==> config.mk <==
export PLATFORM = sky130hd
export DESIGN_NAME = des_req_arbiter
export DESIGN_NICKNAME = d
export VERILOG_FILES = /design/src/rtl/des_req_arbiter.sv
export SDC_FILE = /design/constraint.sdc
export NUM_CORES = 1
export LEC_CHECK = 0
export CAP_MARGIN = 20
export CORE_AREA = 2 2 230 232
export CTS_CLUSTER_DIAMETER = 50
export DETAILED_ROUTE_END_ITERATION = 12
export DIE_AREA = 0 0 232 234
export SYNTH_ARGS = -nofsm -noshare
export SYNTH_HDL_FRONTEND = slang
export SYNTH_SLANG_ARGS = --single-unit
==> constraint.sdc <==
create_clock -name clk -period 5 [get_ports clk]
set_input_delay 1.25 -clock clk [delete_from_list [all_inputs] [get_ports clk]]
set_output_delay 1.25 -clock clk [all_outputs]
set_load 0.02 [all_outputs]
==> src/rtl/des_req_arbiter.sv <==
// Two-requester front end for des_top: groups blocks by {key, encrypt} context,
// reloads the key schedule only on context changes, and routes results back in issue order.
module des_req_arbiter #(
  parameter int MAX_OUT    = 16,
  parameter int FAIR_LIMIT = 16
) (
  input  logic        clk,
  input  logic        rst_n,
  input  logic        req0_valid,
  output logic        req0_ready,
  input  logic [1:64] req0_data,
  input  logic [1:64] req0_key,
  input  logic        req0_encrypt,
  input  logic        req1_valid,
  output logic        req1_ready,
  input  logic [1:64] req1_data,
  input  logic [1:64] req1_key,
  input  logic        req1_encrypt,
  output logic        rsp0_valid,
  output logic [1:64] rsp0_data,
  output logic        rsp1_valid,
  output logic [1:64] rsp1_data,
  output logic        des_encrypt,
  output logic [1:64] des_keys_64,
  output logic        des_change_keys_en,
  input  logic        des_subkeys_16_valid,
  output logic        des_data_input_en,
  output logic [1:64] des_data_64_in,
  input  logic [1:64] des_data_64_out,
  input  logic        des_data_output_valid,
  output logic        busy,
  output logic        err
);

  localparam int PTR_W  = (MAX_OUT > 1) ? $clog2(MAX_OUT) : 1;
  localparam int CNT_W  = $clog2(MAX_OUT + 1);
  localparam int FAIR_W = (FAIR_LIMIT > 0) ? $clog2(FAIR_LIMIT + 1) : 1;

  typedef enum logic [2:0] {IDLE, DRAIN, KEY_LOAD, KEY_WAIT, STREAM} state_t;

  state_t            state_q;
  logic [1:64]       ctx_key_q;
  logic              ctx_enc_q;
  logic              ctx_valid_q;
  logic              target_q;
  logic              rr_q;
  logic [FAIR_W-1:0] fair_q;
  logic [CNT_W-1:0]  out_cnt_q;
  logic [PTR_W-1:0]  wr_ptr_q;
  logic [PTR_W-1:0]  rd_ptr_q;
  logic [1:0]        wait_q;
  logic              chg_q;
  logic              err_q;
  logic              rsp0_valid_q;
  logic              rsp1_valid_q;
  logic [1:64]       rsp0_data_q;
  logic [1:64]       rsp1_data_q;
  logic              tag_mem [MAX_OUT];

  logic [1:0] vld, hit, m, mis;
  logic       idle_win, grant, drain_tgt, exit_idle, exit_drain, issue, pop, fair_full, pop_tag;

  assign vld       = {req1_valid, req0_valid};
  assign hit[0]    = ctx_valid_q && (req0_key == ctx_key_q) && (req0_encrypt == ctx_enc_q);
  assign hit[1]    = ctx_valid_q && (req1_key == ctx_key_q) && (req1_encrypt == ctx_enc_q);
  assign m         = vld & hit;
  assign mis       = vld & ~hit;
  assign fair_full = (fair_q == FAIR_W'(FAIR_LIMIT));
  assign pop       = des_data_output_valid && (out_cnt_q != '0);
  assign pop_tag   = tag_mem[rd_ptr_q];

  always_comb begin
    idle_win   = (vld == 2'b11) ? ~rr_q : vld[1];
    grant      = (m == 2'b11) ? ~rr_q : m[1];
    drain_tgt  = (mis == 2'b11) ? ~rr_q : mis[1];
    exit_idle  = (state_q == STREAM) && (vld == 2'b00);
    // A waiting foreign context wins once it has been passed over FAIR_LIMIT times.
    exit_drain = (state_q == STREAM) && (mis != 2'b00) && ((m == 2'b00) || fair_full);
    issue      = (state_q == STREAM) && (m != 2'b00) && !exit_drain
                 && (out_cnt_q < CNT_W'(MAX_OUT));
  end

  assign req0_ready         = issue && !grant;
  assign req1_ready         = issue && grant;
  assign des_data_input_en  = issue;
  assign des_data_64_in     = !issue ? '0 : (grant ? req1_data : req0_data);
  assign des_keys_64        = ctx_key_q;
  assign des_encrypt        = ctx_enc_q;
  assign des_change_keys_en = chg_q;
  assign rsp0_valid         = rsp0_valid_q;
  assign rsp1_valid         = rsp1_valid_q;
  assign rsp0_data          = rsp0_data_q;
  assign rsp1_data          = rsp1_data_q;
  assign err                = err_q;
  assign busy               = (state_q != IDLE) || (out_cnt_q != '0);

  always_ff @(posedge clk) begin
    if (issue) tag_mem[wr_ptr_q] <= grant;
  end

  always_ff @(posedge clk or negedge rst_n) begin
    if (!rst_n) begin
      state_q      <= IDLE;
      ctx_key_q    <= '0;
      ctx_enc_q    <= 1'b0;
      ctx_valid_q  <= 1'b0;
      target_q     <= 1'b0;
      rr_q         <= 1'b0;
      fair_q       <= '0;
      out_cnt_q    <= '0;
      wr_ptr_q     <= '0;
      rd_ptr_q     <= '0;
      wait_q       <= '0;
      chg_q        <= 1'b0;
      err_q        <= 1'b0;
      rsp0_valid_q <= 1'b0;
      rsp1_valid_q <= 1'b0;
      rsp0_data_q  <= '0;
      rsp1_data_q  <= '0;
    end else begin
      chg_q <= 1'b0;
      case (state_q)
        IDLE: begin
          if (vld != 2'b00) begin
            if (ctx_valid_q && hit[idle_win]) begin
              state_q <= STREAM;
            end else begin
              state_q  <= DRAIN;
              target_q <= idle_win;
            end
          end
        end
        DRAIN: begin
          if (out_cnt_q == '0) state_q <= KEY_LOAD;
        end
        KEY_LOAD: begin
          ctx_key_q   <= target_q ? req1_key : req0_key;
          ctx_enc_q   <= target_q ? req1_encrypt : req0_encrypt;
          ctx_valid_q <= 1'b1;
          fair_q      <= '0;
          chg_q       <= 1'b1;
          wait_q      <= '0;
          state_q     <= KEY_WAIT;
        end
        KEY_WAIT: begin
          // The first two cycles may still show the old schedule's valid flag.
          if (wait_q != 2'd2) begin
            wait_q <= wait_q + 2'd1;
          end else if (des_subkeys_16_valid) begin
            state_q <= STREAM;
          end
        end
        STREAM: begin
          if (exit_idle) begin
            state_q <= IDLE;
          end else if (exit_drain) begin
            state_q  <= DRAIN;
            target_q <= drain_tgt;
          end
          if (issue) begin
            rr_q <= grant;
            if (!mis[!grant])   fair_q <= '0;
            else if (!fair_full) fair_q <= fair_q + FAIR_W'(1);
          end
        end
        default: state_q <= IDLE;
      endcase

      if (issue) wr_ptr_q <= (wr_ptr_q == PTR_W'(MAX_OUT - 1)) ? '0 : wr_ptr_q + PTR_W'(1);
      if (pop)   rd_ptr_q <= (rd_ptr_q == PTR_W'(MAX_OUT - 1)) ? '0 : rd_ptr_q + PTR_W'(1);
      if (issue && !pop)      out_cnt_q <= out_cnt_q + CNT_W'(1);
      else if (!issue && pop) out_cnt_q <= out_cnt_q - CNT_W'(1);

      if (des_data_output_valid && (out_cnt_q == '0)) err_q <= 1'b1;

      rsp0_valid_q <= pop && !pop_tag;
      rsp1_valid_q <= pop && pop_tag;
      if (pop && !pop_tag) rsp0_data_q <= des_data_64_out;
      if (pop && pop_tag)  rsp1_data_q <= des_data_64_out;
    end
  end

endmodule
## Yosys cells after proc, flatten, opt, wreduce, memory -nomap -nowiden

Memory sizes are Yosys's and may differ from the RTL's.
Cells that the tools add are included.
Widths: inputs -> output; s select.

- Add/sub/neg operators: 6
- Magnitude comparators: 3
- Equality and inequality tests: 26
- Multiplexer cells: 37
- Bitwise gates (word level): 4
- Reduce and logical (&&, ||, !) cells: 44

Operator list:

| kind | number |
|---|---|
| $mux 64 | 3 |
| $eq 64x64->1 | 2 |
| $mux 5 | 5 |
| $mux 3 | 7 |
| $ne 2x2->1 const B | 10 |
| $logic_and 1x1->1 | 19 |
| $mux 1 | 15 |
| $pmux 3 s5 | 1 |
| $reduce_bool 2->1 | 7 |
| $add 5x1->5 const B | 2 |
| $pmux 5 s2 | 1 |
| $reduce_and 5->1 | 2 |
| $add 4x1->4 const B | 2 |
| $eq 4x4->1 const B | 2 |
| $mux 4 | 2 |
| $eq 2x2->1 const B | 3 |
| $eq 3x2->1 const B | 2 |
| $ne 3x3->1 const B | 2 |
| $eq 5x5->1 const B | 1 |
| $logic_not 1->1 | 5 |
| $logic_not 5->1 | 1 |
| $lt 5x5->1 const B | 1 |
| $reduce_bool 5->1 | 1 |
| $sub 5x1->5 const B | 1 |
| 17 further kinds | 23 |

- Register bits after elaboration: 223
- Memory bits (writable): 16
- Input port bits: 328
- Logic and storage cells: 138
- Memories kept: 1

Memories:

| memory | words | width | rd ports | clocked after memory_dff | wr ports | RTL line | source |
|---|---|---|---|---|---|---|---|
| tag_mem | 16 | 1 | 1 | 0 | 1 | 58 | `logic tag_mem [MAX_OUT];` |

## Depth between registers and ports, before layout

Gate-level depths: netlist (run 1).

- Word-level depth: 15
- Mapped depth: 17
- Mapped depth without buffers: 17

## Least setup slack after synthesis (run 1)

No wires, ideal clock.

- Path kind: in2out
- From: in req1_key[44] (netlist name)
- To: out req1_ready
- Arrival: 3.467 ns
- Required time: 3.750 ns
- Setup slack: 0.283 ns
- Stages on the path: 8
- Path buffers: 0
- Cells stage by stage: nor2b_1 a2111o_1 nor4_1 nand4_1 nor2_1 nand2_1 a31oi_1 and2_1

- Elaborated cells between the ends (all ways): 19
- Classes of those cells: 2 x eq/ne; 1 x mux; 3 x bitwise; 13 x reduce/logical

RTL lines:

| what | RTL line | source |
|---|---|---|
| start: declaration | 17 | `input logic [1:64] req1_key,` |
| $eq 64x64->1 (*) | 65 | `assign hit[1] = ctx_valid_q && (req1_key == ctx_key_q) && (req1_encrypt == ctx_enc_q);` |
| $logic_and 1x1->1 (*) (2 in series) | 65 |  |
| $and 2x2->2 (*) | 66 | `assign m = vld & hit;` |
| $eq 2x2->1 | 74 | `grant = (m == 2'b11) ? ~rr_q : m[1];` |
| $mux 1 (*) | 74 |  |
| named net grant | 61 | `logic idle_win, grant, drain_tgt, exit_idle, exit_drain, issue, pop, fair_full, pop_tag;` |
| $logic_and 1x1->1 (*) | 84 | `assign req1_ready = issue && grant;` |
| end: declaration | 15 | `output logic req1_ready,` |

The timed path passes the listed nets; every way through them passes the cells marked *.

## Worst setup path after layout (run 1)

- From: in req0_key[28] (netlist name)
- To: out des_data_64_in[36] (netlist name)

- Longest elaborated chain between the ends: 12
- Elaborated cells between the ends (all ways): 20
- Classes of those cells: 2 x eq/ne; 3 x mux; 3 x bitwise; 12 x reduce/logical

Ends and longest elaborated chain:

| what | RTL line | source |
|---|---|---|
| start: declaration | 12 | `input logic [1:64] req0_key,` |
| $eq 64x64->1 (*) | 64 | `assign hit[0] = ctx_valid_q && (req0_key == ctx_key_q) && (req0_encrypt == ctx_enc_q);` |
| $logic_and 1x1->1 (*) (2 in series) | 64 |  |
| $not 2->2 | 67 | `assign mis = vld & ~hit;` |
| $and 2x2->2 | 67 |  |
| $reduce_bool 2->1 | 78 | `exit_drain = (state_q == STREAM) && (mis != 2'b00) && ((m == 2'b00) \|\| fair_full);` |
| $logic_and 1x1->1 (2 in series) | 78 |  |
| $logic_not 1->1 | 79 | `issue = (state_q == STREAM) && (m != 2'b00) && !exit_drain` |
| $logic_and 1x1->1 | 79 |  |
| $logic_and 1x1->1 | 80 | `&& (out_cnt_q < CNT_W'(MAX_OUT));` |
| $mux 64 (*) | 86 | `assign des_data_64_in = !issue ? '0 : (grant ? req1_data : req0_data);` |
| end: declaration | 28 | `output logic [1:64] des_data_64_in,` |

Mark *: on every way between the ends. The rest lies on a longest branch, timed or not.

==> impl_results.md, run 1 <==
- Outcome: complete, but fails checks
- Failing checks: negative setup slack
- Initial antenna violation count: 29
- Vias post-DR: 12800
- Syn Inst Count: 1310
- VDD IR-drop max: 211 uV
- Number of synthesized flops with an enable pin: 16
- Most common cell after layout, fill and taps aside: clkdlybuf4s50_1
- Congestion Overflow GR: 0
- Die area: 0.0543 mm^2
- Hold path start: rsp1_data[54]
- Async SR Flop Fraction: 93.3%
- Sink Count: 239
- Final Critical Period: 5.12 ns
- Routed wire length: 56800 um
- Delay of the slowest cell on the worst path: 0.51 ns
- # hold bufs at CTS: 0
- CP Launch Type: primary input
- Clk Latency, worst-skew pair: 0.55 ns
- Layout cells sized above 1: 26.6%
- Wirelength per Cell: 20.5 um
- Post-layout nets: 2367
- Core Area: 0.0520 mm^2
- Mapped Nets: 1651
- Final period util: 102%
- Total Power: 8750 uW
- P per Cell Area: 379 mW/mm^2
- Slew HR: 35.1%
- Slowest CP cell: a2111o_1
- Min-Delay Path Depth: 2
- Vias per std cell: 4.62
- Ys flop type: dfrtp_1
- Clk_skew: 0.0333 ns
- Critical Path RT: 3.75 ns
- Total of max-cap violations: 0
- Ports: 593
- Vias in the first global route: 12900
- Combinational share of power: 36.3%
- Flop pwr share: 32.3%
- Max Root-Sink Buffers: 3
- Unique masters post-synth: 62
- Post-route DRC: 0
- Worst flop-to-flop path endpoint: target_q
- Crit path kind: in2out
- Crit path setup slack, layout: -0.121 ns
- Hold/Removal Path Class: reg2reg
- Yosys reg bits: 239
- Worst Path Max Fanout: 5
- Cell area after synthesis: 0.0129 mm^2
- Switching share of power: 37.0%
- Syn_area_per_cell: 9.86 um^2
- Clock network power share: 31.4%
- Worst Reg-to-Reg Cells: 26
- Initial Util: 24.8%
- GPL Wtd Cong: 0.921
- Largest cells by area after synthesis: dfrtp_1 (43%), mux2i_1 (10%), nand2_1 (8.3%), mux2_2 (5.8%), xnor2_1 (5.2%)
- Largest net degree at the start of global routing: 98
- Dpl cells: 2628
- Area growth from synthesis to layout: 79.0%
- P_int: 5510 uW
- Clock Pin Slew Worst Setup and Hold Paths: 0.06 ns
- Core Rows: 84
- DIE WIDTH: 232 um
- NetSw: 3240 uW
- Cts bufs inserted: 36
- Drt initial violations: 694
- Commonest cells after routing, fill and taps aside: clkdlybuf4s50_1 (395), nand2_1 (283), dfrtp_1 (222), buf_4 (147), mux2i_1 (101)
- WHS: 0.472 ns
- Total GRT Usage: 20.1%
- Endpoint, Worst Hold: rsp1_data[54]
- Worst Path Arrival: 3.87 ns
- Register area share after synthesis: 46.9%
- Worst-path cell chain: buf_4, nor2b_4, a2111o_1, buf_6, nor2_2, nand4_1, buf_4, nor4_4, nor4_4, buf_6, buf_6, buf_12, buf_8, mux2i_4, nor2_1, buf_4
- Root Buffer: clkbuf_16
- Htree depth: 2
- RSZ-0062 raised after global routing: true
- Slew Viols, Final: 0
- Fin. Hold Viols: 0
- YS warnings: 0
- Non-Filler Instances: 2765
- Largest area contributor in the netlist: dfrtp_1
- Crit. End Element: output port
- Remaining antenna violation count after routing: 0
- Share of the synthesized area in the top cell type: 43.2%
- IO Port Bufs: 592
- Max Fclk: 195 MHz
- Drt first pass iters: 7
- Slew @ Worst Pin: 0.973 ns
- Global-route wire length before repair: 81200 um
- TritonCTS clock tree: built
- Final setup fails: 22
- Post-layout util: 44.4%
- Worst r2r src: des_keys_64[28]
- Dpl hpwl: 43100 um
- Die span in y: 234 um
- Flop-to-flop setup slack: 0.45 ns
- Leakage Power: 0.0103 uW
per-layer routing:
metal	GRT usage (%)	routed length [um]	vias up
li1	-	-	5948
met1	22.2	21100	6106
met2	35.5	28100	595
met3	6.55	5270	123
met4	8.39	2250	6
met5	0	42	-
flip-flops by register name, indices dropped and copies added (netlist names):
| register | count |
|---|---|
| err | 1 |
| out_cnt_q | 5 |
| fair_q | 5 |
| rsp0_data | 64 |
| wait_q | 2 |
| ctx_valid_q | 1 |
| target_q | 1 |
| state_q | 3 |
| rsp0_valid | 1 |
| des_encrypt | 1 |
| rsp1_data | 64 |
| rd_ptr_q | 4 |
| tag_mem | 16 |
| rr_q | 1 |
| wr_ptr_q | 4 |
| rsp1_valid | 1 |
| des_change_keys_en | 1 |
| des_keys_64 | 64 |
power groups by stage:
stage | clock [uW] | sequential (uW) | combinational (uW)
2_1_floorplan | 0 | 2890 | 1310
3_3_place_gp | 0 | 2770 | 2960
3_5_place_dp | 0 | 2790 | 2980
4_1_cts | 2820 | 2810 | 3140
5_1_grt | 2910 | 2880 | 3420
6_report | 2750 | 2830 | 3180
cells by family after synthesis:
kind of cell | after synthesis | synth area share, %
muxes | 204 | 17.0
xor gates and xnor gates | 96 | 6.57
DFF | 239 | 46.9
AOI/OAI and AO/OA | 144 | 7.31
buffers and inverters | 114 | 3.64
adders and majority gates | 13 | 1.32
and+or+nand+nor | 500 | 17.2
critical path: cells and delay by family:
family	cells	cell delay (ns)
AOI/OAI and AO/OA	1	0.51
buffers and inverters	8	1.17
muxes	1	0.18
and+or+nand+nor	6	0.76
final cells by class:
| class | instances | area, um^2 |
|---|---|---|
| clock inverters | 22 | 330 |
| diodes | 24 | 60.1 |
| multi-input cells | 957 | 7470 |
| clock buffers | 43 | 967 |
| fillers | 4960 | 28900 |
| repair buffers | 749 | 7200 |
| well taps | 688 | 861 |
| inverters | 43 | 165 |
| flip-flops and latches | 239 | 6060 |
cells in the mapped netlist (all sizes together), types with 2 or more instances:
master	instances
ha	12
a31oi	2
o21ai	80
buf	34
o22ai	10
nand4	22
a2111oi	2
a311oi	2
and2	5
dfrtp	223
nand2	286
o31ai	2
xnor2	78
inv	43
a22oi	4
o221ai	8
edfxtp	16
nand2b	26
nor3	15
o2111ai	6
a21oi	7
clkbuf	37
a21o	4
nor4	18
a2111o	5
nand3	11
mux2	68
nor2b	17
nor2	96
mux4	5
a22o	3
xor2	18
mux2i	131
stage by stage:
stage / area [um^2] / setup slack (ns) / setup TNS (ns)
final: 23100 / -0.121 / -0.927
after CTS: 22300 / -0.0321 / -0.142
after floorplan: 12900 / 0.283 / 0
after global routing: 23100 / -0.170 / -2.73
after detailed placement: 20300 / -0.741 / -45.28
after global placement: 20300 / -0.772 / -47.31
repair_timing:
item	CTS	global route
endpoints found under the setup margin	67	69
gates resized for setup	492	263
cloned	4	1
buffers inserted	41	8
pin swaps	56	73
how the worst max path moves through the flow:
stage | startpoint | end | slack, ns | cells after the start
after floorplan | req1_key[44] | req1_ready | 0.28 | 8
after global placement | req0_key[54] | des_data_64_in[11] | -0.77 | 13
after detailed placement | req0_key[54] | des_data_64_in[10] | -0.74 | 13
after CTS | req1_key[55] | des_data_64_in[10] | -0.03 | 12
after global routing | req0_key[28] | des_data_64_in[36] | -0.17 | 16
final | req0_key[28] | des_data_64_in[36] | -0.12 | 16
Power figures use the tool's default switching activity.
==> inputs of run 2 (changes only) <==
--- a/config.mk
+++ b/config.mk
@@ -10,6 +10,7 @@
 export CTS_CLUSTER_DIAMETER = 50
 export DETAILED_ROUTE_END_ITERATION = 12
 export DIE_AREA = 0 0 232 234
+export SKIP_LAST_GASP = 1
 export SYNTH_ARGS = -nofsm -noshare
 export SYNTH_HDL_FRONTEND = slang
 export SYNTH_SLANG_ARGS = --single-unit
==> impl_results.md, run 2 (same netlist as run 1, synthesis figures left out) <==
- Crit. End Element: output port
- Most common cell after layout, fill and taps aside: clkdlybuf4s50_1
- Crit path kind: in2out
- Worst r2r src: des_keys_64[64]
- Wirelength per Cell: 20.5 um (-0.16%)
- Vias in the first global route: 13000 (+0.10%)
- Drt initial violations: 744 (+7.2%)
- Drt first pass iters: 5 (-2)
- Final setup fails: 9 (-59%)
- Sink Count: 239 (unchanged)
- Slew Viols, Final: 0 (unchanged)
- CP endpoint: des_data_64_in[10]
- GPL Wtd Cong: 0.921 (unchanged)
- CP Buf/Inv Count: 6 (-2)
- Dpl hpwl: 43100 um (unchanged)
- Global-route wire length before repair: 81300 um (+0.11%)
- Worst flop-to-flop path endpoint: target_q
- Core Rows: 84 (unchanged)
- Worst Setup SP: req0_key[44]
- WHS: 0.472 ns (+0.000858 ns)
- Die area: 0.0543 mm^2 (unchanged)
- Ports: 593 (unchanged)
- P per Cell Area: 385 mW/mm^2 (+1.7%)
- RSZ-0062 raised after global routing: true
- Worst Path Max Fanout: 5 (unchanged)
- Largest net degree at the start of global routing: 98 (unchanged)
- Cts bufs inserted: 36 (unchanged)
- Worst Path Arrival: 3.82 ns (-0.05 ns)
- IO Port Bufs: 592 (unchanged)
- TritonCTS clock tree: built
- Root Buffer: clkbuf_16
- Slew @ Worst Pin: 0.974 ns (+0.000340 ns)
- Delay of the slowest cell on the worst path: 0.38 ns (-0.13 ns)
- Total of max-cap violations: 0 (unchanged)
- CP Launch Type: primary input
- Outcome: complete, but fails checks
- Place WS: -0.741 ns (unchanged)
- Vias per std cell: 4.62 (about the same)
- Core Area: 0.0520 mm^2 (unchanged)
- Clk_skew: 0.0359 ns (+0.00265 ns)
- Max Root-Sink Buffers: 3 (unchanged)
- Congestion Overflow GR: 0 (unchanged)
- Remaining antenna violation count after routing: 0 (unchanged)
- Crit path setup slack, layout: -0.0697 ns (+0.0516 ns)
- Hold/Removal Path Class: reg2reg
- Clock Pin Slew Worst Setup and Hold Paths: 0.06 ns (about the same)
- Final Critical Period: 5.07 ns (-0.0516 ns)
- Area growth from synthesis to layout: 75.5%
- # fillers: 5018 (+1.2%)
- Vias post-DR: 12800 (-0.016%)
- Clk Latency, worst-skew pair: 0.55 ns (about the same)
- VDD IR-drop max: 212 uV (+0.28%)
- Leakage Power: 0.0103 uW (-0.21%)
- Worst Reg-to-Reg Cells: 26 (unchanged)
- Min-Delay Path Depth: 2 (unchanged)
- Htree depth: 2 (unchanged)
- Failing checks: negative setup slack
- Post-route DRC: 0 (unchanged)
- Levels on crit path: 14 (-2)
- Slew HR: 35.1% (about the same)
- Initial antenna violation count: 31 (+6.9%)
- DIE WIDTH: 232 um (unchanged)
- Fin. Hold Viols: 0 (unchanged)
- Routed wire length: 56700 um (-0.16%)
- Layout cells sized above 1: 24.5% (-2.1 points)
- Post-layout nets: 2369 (+0.084%)
- Total GRT Usage: 20.1% (about the same)
- Final period util: 101% (-1.0 points)
- Initial Util: 24.8% (unchanged)
- Placement Cell Area: 0.0203 mm^2 (unchanged)
- Slowest CP cell: nor4_4
- Die span in y: 234 um (unchanged)
- CP delay by family, top: simple AND/OR/NAND/NOR gates
- Hold path start: rsp1_data[54]
- Area of the multi-input gates: 0.00708 mm^2 (-5.1%)
- Critical Path RT: 3.75 ns (about the same)
- Final Cell Area: 0.0227 mm^2 (-1.9%)
- Commonest cells after routing, fill and taps aside: clkdlybuf4s50_1 (396), nand2_1 (284), dfrtp_1 (222), buf_4 (177), mux2i_1 (116)
- Max Fclk: 197 MHz (+1.0%)
- Flop-to-flop setup slack: 0.55 ns (+0.10 ns)
- Worst-path cell chain: clkdlybuf4s15_1, nand2b_1, o2111ai_2, nor4_4, nand4_4, nor4_4, nor4_4, buf_6, buf_6, buf_12, buf_4, mux2i_4, nor2_2, buf_6
- Register area: 0.00606 mm^2 (unchanged)
-- run 2: cell type report --
class	instances	share of cell area [%]
Antenna cell	22	0.243
Clock buffer	43	4.27
Clock inverter	22	1.46
Inverter	43	0.729
Multi-Input combinational cell	957	31.3
Sequential cell	239	26.8
Tap cell	688	3.80
Timing Repair Buffer	751	31.5
-- run 2: worst min-delay path by stage --
stage,end,slack (ns)
after detailed placement,rsp1_data[42],0.46
after CTS,rsp1_data[42],0.48
after global routing,fair_q[4],0.49
after global placement,rsp1_data[9],0.46
after floorplan,fair_q[4],0.45
final,rsp1_data[54],0.47
-- run 2: through the flow --
step / instances / power, uW / utilization, % / TNS, ns
global route: 2762 / 9180 / 43.6 / -3.92
floorplan: 1310 / 4210 / - / 0
CTS: 2737 / 8760 / 42.8 / -0.756
finish: 2765 / 8730 / 43.6 / -0.307
global placement: 2628 / 5730 / 39.1 / -47.31
detailed placement: 2628 / 5770 / 39.1 / -45.28
-- run 2: power by group --
part,internal [uW],switching [uW]
logic,1530,1620
clock network,1730,1020
registers,2240,583
total,5500,3220
-- run 2: worst reg2reg max path, cell delays in order (launching register included) --
cell	delay, ns
dfrtp_1	0.50
xnor2_2	0.15
buf_4	0.14
nand4_1	0.21
nor4_2	0.22
buf_4	0.16
nand4_1	0.18
buf_4	0.20
buf_4	0.12
buf_4	0.13
buf_4	0.13
buf_4	0.13
buf_4	0.12
buf_4	0.12
buf_4	0.12
buf_4	0.12
buf_4	0.12
buf_4	0.12
buf_4	0.12
buf_4	0.12
buf_4	0.13
buf_4	0.12
buf_4	0.14
nor3_4	0.18
a311oi_1	0.11
o211ai_1	0.14
mux2_4	0.32
-- run 2: repair_timing --
item / in CTS / in global routing
pin swaps: 53 / 68
gates cloned: 4 / 3
hold buffers: 0 / 0
gates resized for setup: 472 / 167
setup endpoints to repair: 67 / 69
setup buffers: 41 / 7
-- run 2: routing by layer --
layer / wire [um] / track usage [%] / vias to the layer above / part of all wire [%]
li1: - / - / 5946 / -
met1: 21200 / 22.2 / 6096 / 37
met2: 28300 / 35.4 / 602 / 50
met3: 5090 / 6.15 / 124 / 9.0
met4: 2110 / 9.11 / 8 / 3.7
met5: 51 / 0 / - / 0.090
